[config.mk]
export PLATFORM = sky130hd
export DESIGN_NAME = moving_average_uart_tx_flat
export DESIGN_NICKNAME = d
export VERILOG_FILES = /design/src/rtl/moving_average_pkg.sv /design/src/rtl/moving_average_uart_tx_if.sv /design/src/rtl/moving_average_sync_fifo.sv /design/src/rtl/moving_average_uart_tx.sv /design/src/flat_wrapper.sv
export SDC_FILE = /design/constraint.sdc
export NUM_CORES = 1
export LEC_CHECK = 0
export ABC_AREA = 0
export CAP_MARGIN = 20
export CORE_MARGIN = 10
export CORE_UTILIZATION = 63
export CTS_CLUSTER_DIAMETER = 40
export DETAILED_ROUTE_END_ITERATION = 6
export PLACE_DENSITY = 0.86
export SYNTH_ARGS = -nofsm -noshare
export SYNTH_HDL_FRONTEND = slang
export SYNTH_HIERARCHICAL = 1
export SYNTH_SLANG_ARGS = --single-unit
[constraint.sdc]
create_clock -name clk -period 7.7 [get_ports clk]
set_input_delay 0.77 -clock clk [delete_from_list [all_inputs] [get_ports clk]]
set_output_delay 0.77 -clock clk [all_outputs]
set_load 0.005 [all_outputs]
[src/rtl/moving_average_pkg.sv]
// Shared types and constants for the moving-average UART transmitter slice.
package moving_average_pkg;

    localparam int DATA_LEN        = 10;
    localparam int UART_FRAME_BITS = DATA_LEN + 2;

    typedef enum logic [1:0] {
        IDLE  = 2'd0,
        START = 2'd1,
        DATA  = 2'd2,
        STOP  = 2'd3
    } tx_state_t;

endpackage

[src/rtl/moving_average_uart_tx_if.sv]
// Sample handshake from the filter mux: a data word qualified by a 1-cycle strobe.
interface moving_average_uart_tx_if #(
    parameter int DATA_LEN = 10
);

    logic [DATA_LEN-1:0] data_in;
    logic                strobe_in;

    modport master (output data_in, output strobe_in);
    modport slave  (input  data_in, input  strobe_in);

endinterface

[src/rtl/moving_average_sync_fifo.sv]
// Small first-word-fall-through FIFO; full/empty are derived from the occupancy count.
module moving_average_sync_fifo #(
    parameter int WIDTH = 10,
    parameter int AW    = 2
) (
    input  logic             clk,
    input  logic             rst_n,
    input  logic             push,
    input  logic             pop,
    input  logic [WIDTH-1:0] wdata,
    output logic [WIDTH-1:0] rdata,
    output logic [AW:0]      level,
    output logic             full,
    output logic             empty
);

    localparam int            DEPTH      = 1 << AW;
    localparam logic [AW:0]   FULL_LEVEL = (AW+1)'(DEPTH);

    logic [WIDTH-1:0] mem_q [DEPTH];
    logic [AW-1:0]    wr_ptr_q, wr_ptr_d;
    logic [AW-1:0]    rd_ptr_q, rd_ptr_d;
    logic [AW:0]      level_q, level_d;
    logic             do_push, do_pop;

    assign full  = (level_q == FULL_LEVEL);
    assign empty = (level_q == '0);
    assign level = level_q;
    assign rdata = mem_q[rd_ptr_q];

    // A push into a full FIFO is still accepted when the head leaves in the same cycle.
    always_comb begin
        do_pop   = pop && !empty;
        do_push  = push && (!full || do_pop);
        wr_ptr_d = do_push ? wr_ptr_q + AW'(1) : wr_ptr_q;
        rd_ptr_d = do_pop  ? rd_ptr_q + AW'(1) : rd_ptr_q;
        level_d  = level_q;
        case ({do_push, do_pop})
            2'b10:   level_d = level_q + (AW+1)'(1);
            2'b01:   level_d = level_q - (AW+1)'(1);
            default: level_d = level_q;
        endcase
    end

    always_ff @(posedge clk or negedge rst_n) begin
        if (!rst_n) begin
            wr_ptr_q <= '0;
            rd_ptr_q <= '0;
            level_q  <= '0;
        end else begin
            wr_ptr_q <= wr_ptr_d;
            rd_ptr_q <= rd_ptr_d;
            level_q  <= level_d;
        end
    end

    always_ff @(posedge clk) begin
        if (do_push) begin
            mem_q[wr_ptr_q] <= wdata;
        end
    end

endmodule

[src/rtl/moving_average_uart_tx.sv]
// Buffers filtered samples and serialises each as start + DATA_LEN bits LSB first + stop.
module moving_average_uart_tx #(
    parameter int DATA_LEN     = 10,
    parameter int FIFO_AW      = 2,
    parameter int CLKS_PER_BIT = 104
) (
    input  logic                      clk,
    input  logic                      rst_n,
    moving_average_uart_tx_if.slave   sample_if,
    input  logic                      clear_ovf,
    output logic                      tx,
    output logic                      busy,
    output logic                      overflow,
    output logic [FIFO_AW:0]          fifo_level
);

    import moving_average_pkg::*;

    localparam int                BAUD_W   = $clog2(CLKS_PER_BIT);
    localparam int                BIT_W    = $clog2(DATA_LEN);
    localparam logic [BAUD_W-1:0] BAUD_MAX = BAUD_W'(CLKS_PER_BIT - 1);
    localparam logic [BIT_W-1:0]  BIT_MAX  = BIT_W'(DATA_LEN - 1);

    tx_state_t           state_q, state_d;
    logic [BAUD_W-1:0]   baud_q, baud_d;
    logic [BIT_W-1:0]    bit_q, bit_d;
    logic [DATA_LEN-1:0] shift_q, shift_d;
    logic                tx_q, tx_d;
    logic                ovf_q, ovf_d;

    logic                pop;
    logic                baud_end;
    logic [DATA_LEN-1:0] fifo_rdata;
    logic                fifo_full, fifo_empty;

    moving_average_sync_fifo #(
        .WIDTH (DATA_LEN),
        .AW    (FIFO_AW)
    ) u_fifo (
        .clk   (clk),
        .rst_n (rst_n),
        .push  (sample_if.strobe_in),
        .pop   (pop),
        .wdata (sample_if.data_in),
        .rdata (fifo_rdata),
        .level (fifo_level),
        .full  (fifo_full),
        .empty (fifo_empty)
    );

    // tx_d always carries the level of the bit that starts at the next edge.
    always_comb begin
        state_d  = state_q;
        baud_d   = baud_q;
        bit_d    = bit_q;
        shift_d  = shift_q;
        tx_d     = tx_q;
        pop      = 1'b0;
        baud_end = (baud_q == BAUD_MAX);
        case (state_q)
            IDLE: begin
                tx_d   = 1'b1;
                baud_d = '0;
                if (!fifo_empty) begin
                    state_d = START;
                    tx_d    = 1'b0;
                    pop     = 1'b1;
                    shift_d = fifo_rdata;
                end
            end
            START: begin
                if (baud_end) begin
                    baud_d  = '0;
                    bit_d   = '0;
                    state_d = DATA;
                    tx_d    = shift_q[0];
                end else begin
                    baud_d = baud_q + BAUD_W'(1);
                end
            end
            DATA: begin
                if (baud_end) begin
                    baud_d  = '0;
                    shift_d = shift_q >> 1;
                    if (bit_q == BIT_MAX) begin
                        bit_d   = '0;
                        state_d = STOP;
                        tx_d    = 1'b1;
                    end else begin
                        bit_d = bit_q + BIT_W'(1);
                        tx_d  = shift_q[1];
                    end
                end else begin
                    baud_d = baud_q + BAUD_W'(1);
                end
            end
            STOP: begin
                if (baud_end) begin
                    baud_d = '0;
                    if (!fifo_empty) begin
                        state_d = START;
                        tx_d    = 1'b0;
                        pop     = 1'b1;
                        shift_d = fifo_rdata;
                    end else begin
                        state_d = IDLE;
                        tx_d    = 1'b1;
                    end
                end else begin
                    baud_d = baud_q + BAUD_W'(1);
                end
            end
            default: begin
                state_d = IDLE;
                tx_d    = 1'b1;
            end
        endcase
    end

    // A new drop wins over a clear arriving in the same cycle.
    always_comb begin
        ovf_d = ovf_q;
        if (clear_ovf) begin
            ovf_d = 1'b0;
        end
        if (sample_if.strobe_in && fifo_full && !pop) begin
            ovf_d = 1'b1;
        end
    end

    always_ff @(posedge clk or negedge rst_n) begin
        if (!rst_n) begin
            state_q <= IDLE;
            baud_q  <= '0;
            bit_q   <= '0;
            shift_q <= '0;
            tx_q    <= 1'b1;
            ovf_q   <= 1'b0;
        end else begin
            state_q <= state_d;
            baud_q  <= baud_d;
            bit_q   <= bit_d;
            shift_q <= shift_d;
            tx_q    <= tx_d;
            ovf_q   <= ovf_d;
        end
    end

    assign tx       = tx_q;
    assign overflow = ovf_q;
    assign busy     = (state_q != IDLE) || !fifo_empty;

endmodule

[src/flat_wrapper.sv]
// flat-port wrapper written by rule: the top's interface ports become plain ports
module moving_average_uart_tx_flat import moving_average_pkg::*;
#(
    parameter int DATA_LEN     = 10,
    parameter int FIFO_AW      = 2,
    parameter int CLKS_PER_BIT = 104
)
  (clk, rst_n, clear_ovf, tx, busy, overflow, fifo_level, sample_if_data_in, sample_if_strobe_in);
  moving_average_uart_tx_if #(.DATA_LEN(DATA_LEN)) sample_if_i ();
  input  logic clk;
  input  logic rst_n;
  input  logic clear_ovf;
  output logic tx;
  output logic busy;
  output logic overflow;
  output logic [FIFO_AW:0] fifo_level;
  input wire logic [$bits(sample_if_i.data_in)-1:0] sample_if_data_in;
  input wire logic [$bits(sample_if_i.strobe_in)-1:0] sample_if_strobe_in;
  assign sample_if_i.data_in = sample_if_data_in;
  assign sample_if_i.strobe_in = sample_if_strobe_in;
  moving_average_uart_tx #(.DATA_LEN(DATA_LEN), .FIFO_AW(FIFO_AW), .CLKS_PER_BIT(CLKS_PER_BIT)) u_core (.clk(clk), .rst_n(rst_n), .sample_if(sample_if_i), .clear_ovf(clear_ovf), .tx(tx), .busy(busy), .overflow(overflow), .fifo_level(fifo_level));
endmodule
== Word-level counts from Yosys, hierarchy flattened ==
Memories as Yosys holds them, arrays and structs flattened.
Cells that the tools add are included.
Storage, ports and cells
  bits in writable memories: 40
  memories kept: 1
  logic and storage cells: 81
  register bits after elaboration: 32
Memory list
  u_core.u_fifo.mem_q: words 4, width 10, read ports 1, clocked after Yosys merged registers in 0, write ports 1, RTL line moving_average_sync_fifo.sv:20  | logic [WIDTH-1:0] mem_q [DEPTH];
Cells by class
  multiplexer cells: 31
  add/subtract/negate cells: 6
  equality and inequality tests: 13
  reductions and logical operators: 21
Operator list (count)
  $mux W10: 3
  $pmux W10 S3: 1
  $pmux W7 S2: 1
  $mux W1: 12
  $mux W4: 3
  $mux W2: 5
  $reduce_and A3 Y1: 3
  $ne A2 B1 Y1 const B: 4
  $pmux W2 S4: 1
  $pmux W4 S2: 1
  $reduce_bool A2 Y1: 4
  $add A7 B1 Y7 const B: 1
  $eq A7 B7 Y1 const B: 1
  $mux W7: 1
  $eq A2 B2 Y1 const B: 3
  $pmux W3 S2: 1
  $reduce_and A5 Y1: 1
  $add A2 B1 Y2 const B: 2
  $add A4 B1 Y4 const B: 1
  $eq A2 B1 Y1 const B: 2
  $eq A4 B4 Y1 const B: 1
  $logic_and A1 B1 Y1: 4
  $pmux W1 S4: 1
  $add A3 B1 Y3 const B: 1
  10 further kinds: 13

== Logic depth before layout (Yosys ltp) ==
Gate-level depths: netlist of run 1.
  depth after elaboration: 9
  mapped depth: 11
  gate-level depth less buffers: 11

== Hierarchy ==
The synthesis of run 1 kept the hierarchy.
By module, submodules not included
  moving_average_sync_fifo: instances 1, sequential area each 1376.3 um^2, cells each 106, area an instance 1963.1 um^2
  moving_average_uart_tx: instances 1, sequential area each 626.9 um^2, cells each 123, area an instance 1410.1 um^2

== Worst setup path after synthesis of run 1 ==
Ideal clock, no wire load.
  kind: register to register
  from: reg u_core.baud_q[0]
  to: reg u_core.u_fifo.level_q[1] (netlist: u_core/u_fifo/level[1])
  data arrival time: 2547 ps
  slack: 5066 ps
  period minus slack after synthesis: 2634 ps
  stages on the path, launching flop included: 12
  setup time: 87 ps
  cell sequence: dfrtp_1 -> ha_1 -> nand3_2 -> nor3_4 -> a21oi_1 -> nor3_1 -> nor2b_1 -> nand2_1 -> fa_1 -> o21ba_2 -> o211ai_1 -> a22oi_1
On the way
  word-level cells in the longest chain between the ends: 8
Ends and longest elaborated chain
  start, declared: RTL line moving_average_uart_tx.sv:25  | logic [BAUD_W-1:0] baud_q, baud_d;
  start signal, assigned: RTL line moving_average_uart_tx.sv:141  | baud_q <= baud_d;
  $eq A7 B7 Y1 (*): RTL line moving_average_uart_tx.sv:59  | baud_end = (baud_q == BAUD_MAX);
  $mux W1 (*): RTL line moving_average_uart_tx.sv:98  | if (baud_end) begin
  $pmux W1 S2 (*): RTL line moving_average_uart_tx.sv:60  | case (state_q)
  net u_core.pop: RTL line moving_average_uart_tx.sv:31  | logic pop;
  $logic_and A1 B1 Y1 (*): RTL line moving_average_sync_fifo.sv:33  | do_pop = pop && !empty;
  $logic_or A1 B1 Y1: RTL line moving_average_sync_fifo.sv:34  | do_push = push && (!full || do_pop);
  $logic_and A1 B1 Y1: RTL line moving_average_sync_fifo.sv:34
  $eq A2 B1 Y1 / $eq A2 B2 Y1 (equally long branches): RTL line moving_average_sync_fifo.sv:38  | case ({do_push, do_pop})
  $pmux W3 S2 / $reduce_bool A2 Y1 (equally long branches)
  end signal, assigned: RTL line moving_average_sync_fifo.sv:53  | level_q <= level_d;
  end, declared: RTL line moving_average_sync_fifo.sv:23  | logic [AW:0] level_q, level_d;
Mark *: on every way through the listed nets, which the timed path passes. The rest lies on a longest branch.
A chain may end at the register's enable or synchronous reset.

== Final worst setup path of run 1 ==
Same ends and word-level chain as after synthesis.

==> impl_metrics.tcl, run 1 <==
set metrics [dict create \
    status "completed" \
    crit_path_end_kind "flop" \
    die_y_um 93.18 \
    power.density_mw_per_mm2 248.2 \
    register_area_sq_mm 0.002003 \
    met1_length_um 2597 \
    finalSetupViolCount 0 \
    relSlewSlack_pct 52.58 \
    ys_warn_count 6 \
    postCtsSetupBuffers 0 \
    leakagePower_nw 1.434 \
    p_clk_share_pct 27.9 \
    gp_congestion 0.7406 \
    cpPeakStageDelay_ns 0.45 \
    reg2reg_slack_ns 4.41 \
    clock-sinks 72 \
    stdcell_count 328 \
    hp-class "flop to flop" \
    seq_area_frac_synth_pct 59.38 \
    port_buffers 19 \
    endpoint "u_core/u_fifo/level[1]$_DFFE_PN0P_" \
    area_growth_pct 12.24 \
    routed.top_layer "met4" \
    grt.total_usage_pct 14.78 \
    first_global_vias 2019 \
    irDropWorstVdd_mv 0.2087 \
    synth_edf_count 40 \
    h-tree-depth 3 \
    seq_power_share_pct 53.2 \
    syn-num-nets 257 \
    most-common-layout-cells "edfxtp_1, dfrtp_1, mux2_2, clkdlybuf4s50_1, inv_1" \
    synth_cell_types 49 \
    dp_worst_setup_slack_ns 4.073 \
    multi_input_area_sq_mm 0.001265 \
    ctsHoldBuffers 0 \
    wire_per_inst_um 18.59 \
    synth_top_area_cell "edfxtp_1" \
    grt_pass1_wl_um 9949 \
    worstReg2RegStart "u_core/baud_q[0]$_DFF_PN0_" \
    cts-root-buf "clkbuf_8" \
    wl_um 6099 \
    worstPathMaxFanout 10 \
    internal-power_w 0.0006729 \
    overflow 0 \
    met2_length_um 3221 \
    antenna_cells 0 \
    power_switching_w 0.0002666 \
    slowest_stage "fa_1" \
    drtAntennaViolNets 0 \
    num_rows 26 \
    die_w_um 93.18 \
    hold_path_depth 1 \
    fin_crit_sh_pct 42.78 \
    arrival_ns 3.56 \
    cp.required_ns 7.97 \
    rsz0062_at_grt "no" \
    ctsResizeCount 0 \
    place_area_sq_mm 0.003610 \
    viasPerCell 5.784 \
    clock_latency_ns 0.35 \
    setup_tns_ns 0 \
    nets 281 \
    core-area_sq_mm 0.005140 \
    synth_area_sq_mm 0.003373 \
    firstDrtPassIters 4 \
    dp.cells 311 \
    fin_area_sq_mm 0.003786 \
    dr_wl_met3_um 181 \
    timing_worst_setup_path_type "flop to flop" \
    power_frac_comb_pct 18.9 \
    tritoncts "yes" \
    final_common_cell "edfxtp_1" \
    layout-drive-gt1-share_pct 25.58 \
    nFillCells 361 \
    synth-seq-cells 72 \
    clk_pin_slew_worst_paths_ns 0.08 \
    dieArea_sq_mm 0.008682 \
    start_kind "flop" \
    initial_core_util_pct 65.63 \
    synthTopCellsByArea "edfxtp_1, dfrtp_1, mux2_2, mux4_2, ha_1" \
    first_iter_violations 146 \
    skew_ns 0.006845 \
    cts_buffers 9 \
    worst-r2r-cell-count 12 \
    clock.fmax_ghz 0.3036 \
    hpwl_um 4109 \
    syn_inst 229 \
    grt_max_degree 33 \
    ys.flop_type "edfxtp_1" \
    cap_violations 0 \
    synth.avg_cell_area_sq_um 14.73 \
    synth_top_area_share_pct 35.61 \
    vias 1897 \
    setup_ws_ns 4.406 \
    hold_start "u_core/baud_q[0]$_DFF_PN0_" \
    swShare_pct 28.38 \
    async_reset_ff_share_pct 44.44 \
    period_minus_slack_ns 3.294 \
    crit_start "u_core/baud_q[0]$_DFF_PN0_" \
    antenna_found_initial 0 \
    drc 0 \
    crit_chain "ha_1, nand3_2, nor3_4, a21oi_1, nor3_1, buf_2, nor2b_1, nand2_1, fa_1, o21ba_2, o211ai_1, a22oi_1" \
    final_max_slew_viol_count 0 \
    hold_violations 0 \
    worst_pin_slew_ns 0.7113 \
    ios 20 \
    clockBufferDepth 2 \
    reg2reg_to "u_core/u_fifo/level[1]$_DFFE_PN0P_" \
]
[power groups by stage]
stage / combinational, W / clock [W] / sequential, W
after detailed placement: 0.000178 / 0 / 0.000507
after floorplan: 0.000114 / 0 / 0.000497
final: 0.000178 / 0.000262 / 0.000500
after global routing: 0.000196 / 0.000280 / 0.000506
after global placement: 0.000169 / 0 / 0.000502
after CTS: 0.000179 / 0.000268 / 0.000500
[stage by stage]
stage                     total power [W]  util [%]  hold WS (ns)
after global placement          0.0006716     70.23        0.4434
after floorplan                 0.0006107         -        0.4303
final                           0.0009396     73.66        0.4597
after detailed placement        0.0006849     70.23        0.4492
after global routing            0.0009828     73.66        0.4742
after CTS                       0.0009470     73.56        0.4587
[synthesized netlist by cell type, types with 3 or more instances]
library cell,number
clkbuf_1,3
ha_1,13
nand2_1,6
nor3_1,4
and2_2,4
edfxtp_1,40
nand3_1,5
mux2_2,22
inv_1,15
nor2_1,11
dfrtp_1,31
o21ai_0,7
xnor2_1,5
a21oi_1,4
mux4_2,10
and3_1,3
nor2b_1,3
xor2_1,4
buf_2,3
[worst min path at each step]
stage / endpoint / slack, ns
after floorplan: u_core/baud_q[0]$_DFF_PN0_ / 0.43
after global placement: u_core/baud_q[0]$_DFF_PN0_ / 0.44
after detailed placement: u_core/baud_q[0]$_DFF_PN0_ / 0.45
after CTS: u_core/baud_q[0]$_DFF_PN0_ / 0.46
after global routing: u_core/baud_q[0]$_DFF_PN0_ / 0.47
final: u_core/baud_q[0]$_DFF_PN0_ / 0.46
[sequential cells by signal, summed over array words and instances (netlist names)]
name and cells:
u_core/baud_q 7, u_core/u_fifo/wr_ptr_q 2, u_core/shift_q 10, u_core/bit_q 4, u_core/u_fifo/level 3, u_core/u_fifo/mem_q 40
u_core/tx 1, u_core/state_q 2, u_core/overflow 1, u_core/u_fifo/rd_ptr_q 2
[routing by layer]
| layer | up-vias | GRT usage [%] |
|---|---|---|
| met2 | 31 | 26.17 |
| li1 | 897 | - |
| met3 | 10 | 3.357 |
| met1 | 959 | 16.47 |
| met4 | 0 | 6.941 |
| met5 | - | 0 |
[critical path, delay by kind of cell, from the launching register on]
family | cells | cell delay (ns)
AND/OR/NAND/NOR | 5 | 1.19
adder cells (fa/ha/maj) | 2 | 0.68
AO/OA/AOI/OAI | 4 | 0.68
flip-flops | 1 | 0.37
buffers and inverters | 1 | 0.27
[layout make-up]
class	instances	area share, %
repair buffers	21	5.354
clock inverters	7	1.256
flip-flops and latches	72	52.91
clock buffers	9	3.272
inverters	15	1.487
multi-input cells	134	33.41
well taps	70	2.313
[cells by family (layout without fill, tap and decap cells)]
group / count (synthesis) / count (layout) / synth area share (%)
flops: 72 / 72 / 59.38
buf+inv: 23 / 52 / 3.115
simple gates: 49 / 49 / 8.902
mux: 33 / 33 / 14.47
compound gates: 29 / 29 / 6.380
xor+xnor: 9 / 9 / 2.337
fa+ha+maj: 14 / 14 / 5.416
No activity file was read; power rests on OpenSTA's default activity.
==> run 2, diff against run 1 <==
Settings changed: CORE_UTILIZATION 63 to 59, PLACE_DENSITY 0.86 to 0.81.
Clock period 7.7 ns to 3.3 ns, I/O delays scaled along.
==> run 2 against run 1 <==
Clock power increased by 130%. Combinational power rose by 130%. Fmax rose by 23%. Register-to-register slack lost 3.8 ns. Flip-flop and latch count unchanged. Hold slack got worse by 0.081 ns. Cell area rose by 0.36%. Sequential share of layout area shrank 0.19 points. Global-route usage down 1.5 points. Cell count rose by 0.91%. Clock-buffer cell count rose by 1. Sequential power increased by 130%.
==> impl_metrics.tcl, run 2 (synthesized netlist as in run 1, its figures left out) <==
set metrics [dict create \
    status "completed" \
    area_growth_pct 12.65 \
    wl_um 5557 \
    clockBufferDepth 2 \
    worst_pin_slew_ns 0.6901 \
    largestRegisters "u_core/u_fifo/mem_q x40, u_core/shift_q x10, u_core/baud_q x7" \
    final_common_cell "edfxtp_1" \
    wire_per_inst_um 16.79 \
    worstReg2RegStart "u_core/baud_q[0]$_DFF_PN0_" \
    top_register "u_core/u_fifo/mem_q" \
    crit_start "u_core/baud_q[0]$_DFF_PN0_" \
    timing_worst_setup_path_type "flop to flop" \
    firstDrtPassIters 4 \
    finalSetupViolCount 0 \
    grt_pass1_wl_um 9321 \
    worstPathMaxFanout 5 \
    hold_violations 0 \
    cp.required_ns 3.56 \
    num_rows 27 \
    ctsResizeCount 0 \
    start_kind "flop" \
    most-common-layout-cells "edfxtp_1, dfrtp_1, mux2_2, clkdlybuf4s50_1, inv_1" \
    setup_tns_ns 0 \
    viasPerCell 5.565 \
    tritoncts "yes" \
    grt_max_degree 33 \
    irDropWorstVdd_mv 0.4348 \
    cap_violations 0 \
    relSlewSlack_pct 53.99 \
    reg2reg_slack_ns 0.63 \
    grt.total_usage_pct 13.29 \
    clock_latency_ns 0.35 \
    postCtsSetupBuffers 0 \
    layout-drive-gt1-share_pct 25.48 \
    gp_congestion 0.7423 \
    clock.fmax_ghz 0.3740 \
    power.density_mw_per_mm2 571.5 \
    period_minus_slack_ns 2.674 \
    leakagePower_nw 1.433 \
    dp.cells 315 \
    stdcell_count 331 \
    clk_pin_slew_worst_paths_ns 0.08 \
    antenna_cells 0 \
    core-area_sq_mm 0.005540 \
    skew_ns 0.01077 \
    ctsHoldBuffers 0 \
    die_y_um 95.62 \
    final_max_slew_viol_count 0 \
    overflow 0 \
    first_global_vias 1888 \
    port_buffers 19 \
    cts-root-buf "clkbuf_8" \
    first_iter_violations 102 \
    hp-class "primary input to asynchronous set/reset pin" \
    rsz0062_at_grt "no" \
    fin_crit_sh_pct 81.03 \
    worst-r2r-cell-count 11 \
    initial_core_util_pct 60.89 \
    crit_path_end_kind "flop" \
    cts_buffers 9 \
    arrival_ns 2.94 \
    hpwl_um 3836 \
    drtAntennaViolNets 0 \
    nets 282 \
    h-tree-depth 3 \
    drc 0 \
    dieArea_sq_mm 0.009142 \
    antenna_found_initial 0 \
    vias 1842 \
    die_w_um 95.62 \
    nFillCells 388 \
    ios 20 \
    clock-sinks 72 \
    largest_reg_flops 40 \
]
-- run 2: changes by cell type in the layout (fill, tap and decap cells not counted) --
cell | previous run | this run
buf_4 | 1 | 3
clkinv_2 | 3 | 1
clkbuf_1 | 0 | 1
buf_2 | 1 | 0
clkinvlp_4 | 2 | 3
-- run 2: worst paths after layout --
check,end
min in group clk,u_core/baud_q[0]$_DFF_PN0_
max,u_core/u_fifo/level[1]$_DFFE_PN0P_
min,u_core/shift_q[7]$_DFFE_PN0P_
min reg2reg,u_core/baud_q[0]$_DFF_PN0_
max reg2reg,u_core/u_fifo/level[1]$_DFFE_PN0P_
max in group asynchronous,u_core/tx$_DFFE_PN1P_
-- run 2: cell type report --
type                            instances  area [sq um]  area share (%)
Timing Repair Buffer                   22         212.7           5.598
Multi-Input combinational cell        134          1265           33.29
Inverter                               15         56.30           1.482
Tap cell                               72         90.09           2.371
Clock buffer                           10         127.6           3.359
Sequential cell                        72          2003           52.72
Clock inverter                          6         45.04           1.185
-- run 2: where the power goes --
| group | switching, W | internal, W |
|---|---|---|
| clock | 0.000337 | 0.000275 |
| combinational | 0.000198 | 0.000204 |
| sequential | 0.0000654 | 0.00109 |
| total | 0.000600 | 0.00157 |
-- run 2: metal layers --
metal	share of wire (%)	wire [um]	vias to the layer above	GRT usage [%]
li1	-	-	898	-
met1	46	2564	914	17.36
met2	48	2694	24	20.09
met3	4.1	227	6	3.456
met4	1.3	71	0	6.634
met5	0	0	-	0
-- run 2: metrics by stage --
step           cell area (sq um)  power (W)  hold slack [ns]  setup WS, ns  utilization (%)
2_1_floorplan               3373   0.001425          0.03441        0.6656                -
3_3_place_gp                3627   0.001565           0.4402        0.6992            65.47
3_5_place_dp                3627   0.001587           0.4574        0.6490            65.47
4_1_cts                     3800   0.002195           0.3841        0.6201            68.59
5_1_grt                     3800   0.002288           0.4391        0.4198            68.59
6_report                    3800   0.002172           0.3790        0.6261            68.59
-- run 2: worst max-delay path: stages, from the launching register on --
cell and delay, ns:
dfrtp_1 0.37, ha_1 0.22, nand3_2 0.19, nor3_4 0.21, a21oi_1 0.11, nor3_1 0.20, nor2b_1 0.25, nand2_1 0.10
fa_1 0.45, o21ba_2 0.24, o211ai_1 0.08, a22oi_1 0.18
==> run 3, diff against run 2 <==
Clock period 3.3 ns to 2.8 ns, I/O delays scaled along.
==> run 3 against run 2 <==
Cell count is 1.5% higher. Sequential power is 18% higher. Fmax is 3.5% higher. Clock skew is 0.0033 ns lower. Sequential share of layout area is 1.6 points lower. Flip-flop and latch count stayed put. Power is 32% higher. First-iteration DRC count is 31% higher. Critical endpoint unchanged. Highest routed layer unchanged.
==> impl_metrics.tcl, run 3 (synthesized netlist as in run 1, its figures left out) <==
set metrics [dict create \
    cap_violations 0 \
    power.density_mw_per_mm2 732.8 \
    cts_buffers 9 \
    hold_violations 0 \
    hold_slack_ns 0.3345 \
    drtAntennaViolNets 0 \
    grt_pass1_wl_um 10180 \
    largestRegisters "u_core/u_fifo/mem_q x40, u_core/shift_q x10, u_core/baud_q x7" \
    die_w_um 95.62 \
    final_max_slew_viol_count 0 \
    largest_reg_flops 40 \
    slowest_stage "fa_1" \
    viasPerCell 5.670 \
    vias 1905 \
    area_growth_pct 16.10 \
    setup_tns_ns 0 \
    num_rows 27 \
    timing_worst_setup_path_type "flop to flop" \
    crit_chain "ha_1, nand3_2, nor3_4, a21oi_1, nor3_1, nor2b_2, nand2_1, fa_1, o21ba_2, o211ai_1, a22oi_1" \
    overflow 0 \
    cpPeakStageDelay_ns 0.44 \
    hp-class "primary input to asynchronous set/reset pin" \
    finalSetupViolCount 0 \
    cts-root-buf "clkbuf_8" \
    firstDrtPassIters 4 \
    period_minus_slack_ns 2.582 \
    top_register "u_core/u_fifo/mem_q" \
    clock_latency_ns 0.34 \
    stdcell_count 336 \
    nFillCells 386 \
    ios 20 \
    gp_congestion 0.7727 \
    wire_per_inst_um 17.63 \
    start_kind "flop" \
    hpwl_um 4149 \
    clock.fmax_ghz 0.3872 \
    irDropWorstVdd_mv 0.5142 \
    clk_pin_slew_worst_paths_ns 0.08 \
    postCtsSetupBuffers 0 \
    drc 0 \
    tritoncts "yes" \
    skew_ns 0.007437 \
    wl_um 5924 \
    dp.cells 320 \
    antenna_cells 0 \
    die_y_um 95.62 \
    first_iter_violations 134 \
    leakagePower_nw 1.502 \
    arrival_ns 2.84 \
    worstPathMaxFanout 3 \
    cp.required_ns 3.06 \
    h-tree-depth 3 \
    port_buffers 19 \
    clock-sinks 72 \
    nets 287 \
    first_global_vias 2028 \
    dieArea_sq_mm 0.009142 \
    fin_crit_sh_pct 92.23 \
    core-area_sq_mm 0.005540 \
    initial_core_util_pct 60.89 \
    grt.total_usage_pct 14.60 \
    crit_path_end_kind "flop" \
    rsz0062_at_grt "no" \
    grt_max_degree 33 \
    layout-drive-gt1-share_pct 27.65 \
    antenna_found_initial 0 \
    clockBufferDepth 2 \
    most-common-layout-cells "edfxtp_1, dfrtp_1, mux2_2, clkdlybuf4s50_1, inv_1" \
    relSlewSlack_pct 67.74 \
    worst_pin_slew_ns 0.4839 \
    status "completed" \
    final_common_cell "edfxtp_1" \
]
run 3: layer usage:
metal | up-vias | share of wire (%) | global-route usage (%)
li1 | 908 | - | -
met1 | 954 | 44 | 17.89
met2 | 38 | 51 | 23.76
met3 | 5 | 3.8 | 5.185
met4 | 0 | 0.69 | 4.423
met5 | - | 0 | 0
run 3: repair_timing:
action | CTS | global route
setup endpoints to repair | 0 | 1
hold buffers | 0 | 0
gates resized for setup | 0 | 1
run 3: worst max-delay path, delay by kind of cell, from the launching register on:
kind	cells	cell delay, ns
AND/OR/NAND/NOR	5	0.82
adder cells (fa/ha/maj)	2	0.68
AO/OA/AOI/OAI	4	0.62
flip-flops	1	0.38
run 3: final cells by class:
type	instances	area (sq um)	area share (%)
Tap cell	72	90.09	2.300
Sequential cell	72	2003	51.15
Clock inverter	7	125.1	3.195
Timing Repair Buffer	27	250.2	6.390
Inverter	15	56.30	1.438
Multi-Input combinational cell	134	1267	32.36
Clock buffer	9	123.9	3.163
run 3: report_power, final:
part | internal (W) | switching, W
logic | 0.000243 | 0.000249
registers | 0.00129 | 0.0000794
clock network | 0.000603 | 0.000408
total | 0.00213 | 0.000737
run 3: worst paths after layout:
| check | start | end | slack (ns) | cells past startpoint |
|---|---|---|---|---|
| worst max-delay path | u_core/baud_q[0]$_DFF_PN0_ | u_core/u_fifo/level[1]$_DFFE_PN0P_ | 0.22 | 11 |
| worst min-delay path | rst_n | u_core/shift_q[7]$_DFFE_PN0P_ | 0.33 | 2 |
| worst max register to register | u_core/baud_q[0]$_DFF_PN0_ | u_core/u_fifo/level[1]$_DFFE_PN0P_ | 0.22 | 11 |
| worst min register to register | u_core/baud_q[0]$_DFF_PN0_ | u_core/baud_q[0]$_DFF_PN0_ | 0.48 | 1 |
| max in group asynchronous | rst_n | u_core/tx$_DFFE_PN1P_ | 2.13 | 2 |
| min in group clk | u_core/baud_q[0]$_DFF_PN0_ | u_core/baud_q[0]$_DFF_PN0_ | 0.48 | 1 |
run 3: through the flow:
stage / area, sq um / utilization [%] / setup slack [ns] / total power [W]
floorplan: 3373 / - / 0.1656 / 0.001679
global placement: 3665 / 66.15 / 0.2840 / 0.001849
detailed placement: 3665 / 66.15 / 0.1869 / 0.001879
CTS: 3914 / 70.64 / 0.1706 / 0.002897
global route: 3916 / 70.69 / 0.01976 / 0.003011
finish: 3916 / 70.69 / 0.2176 / 0.002870
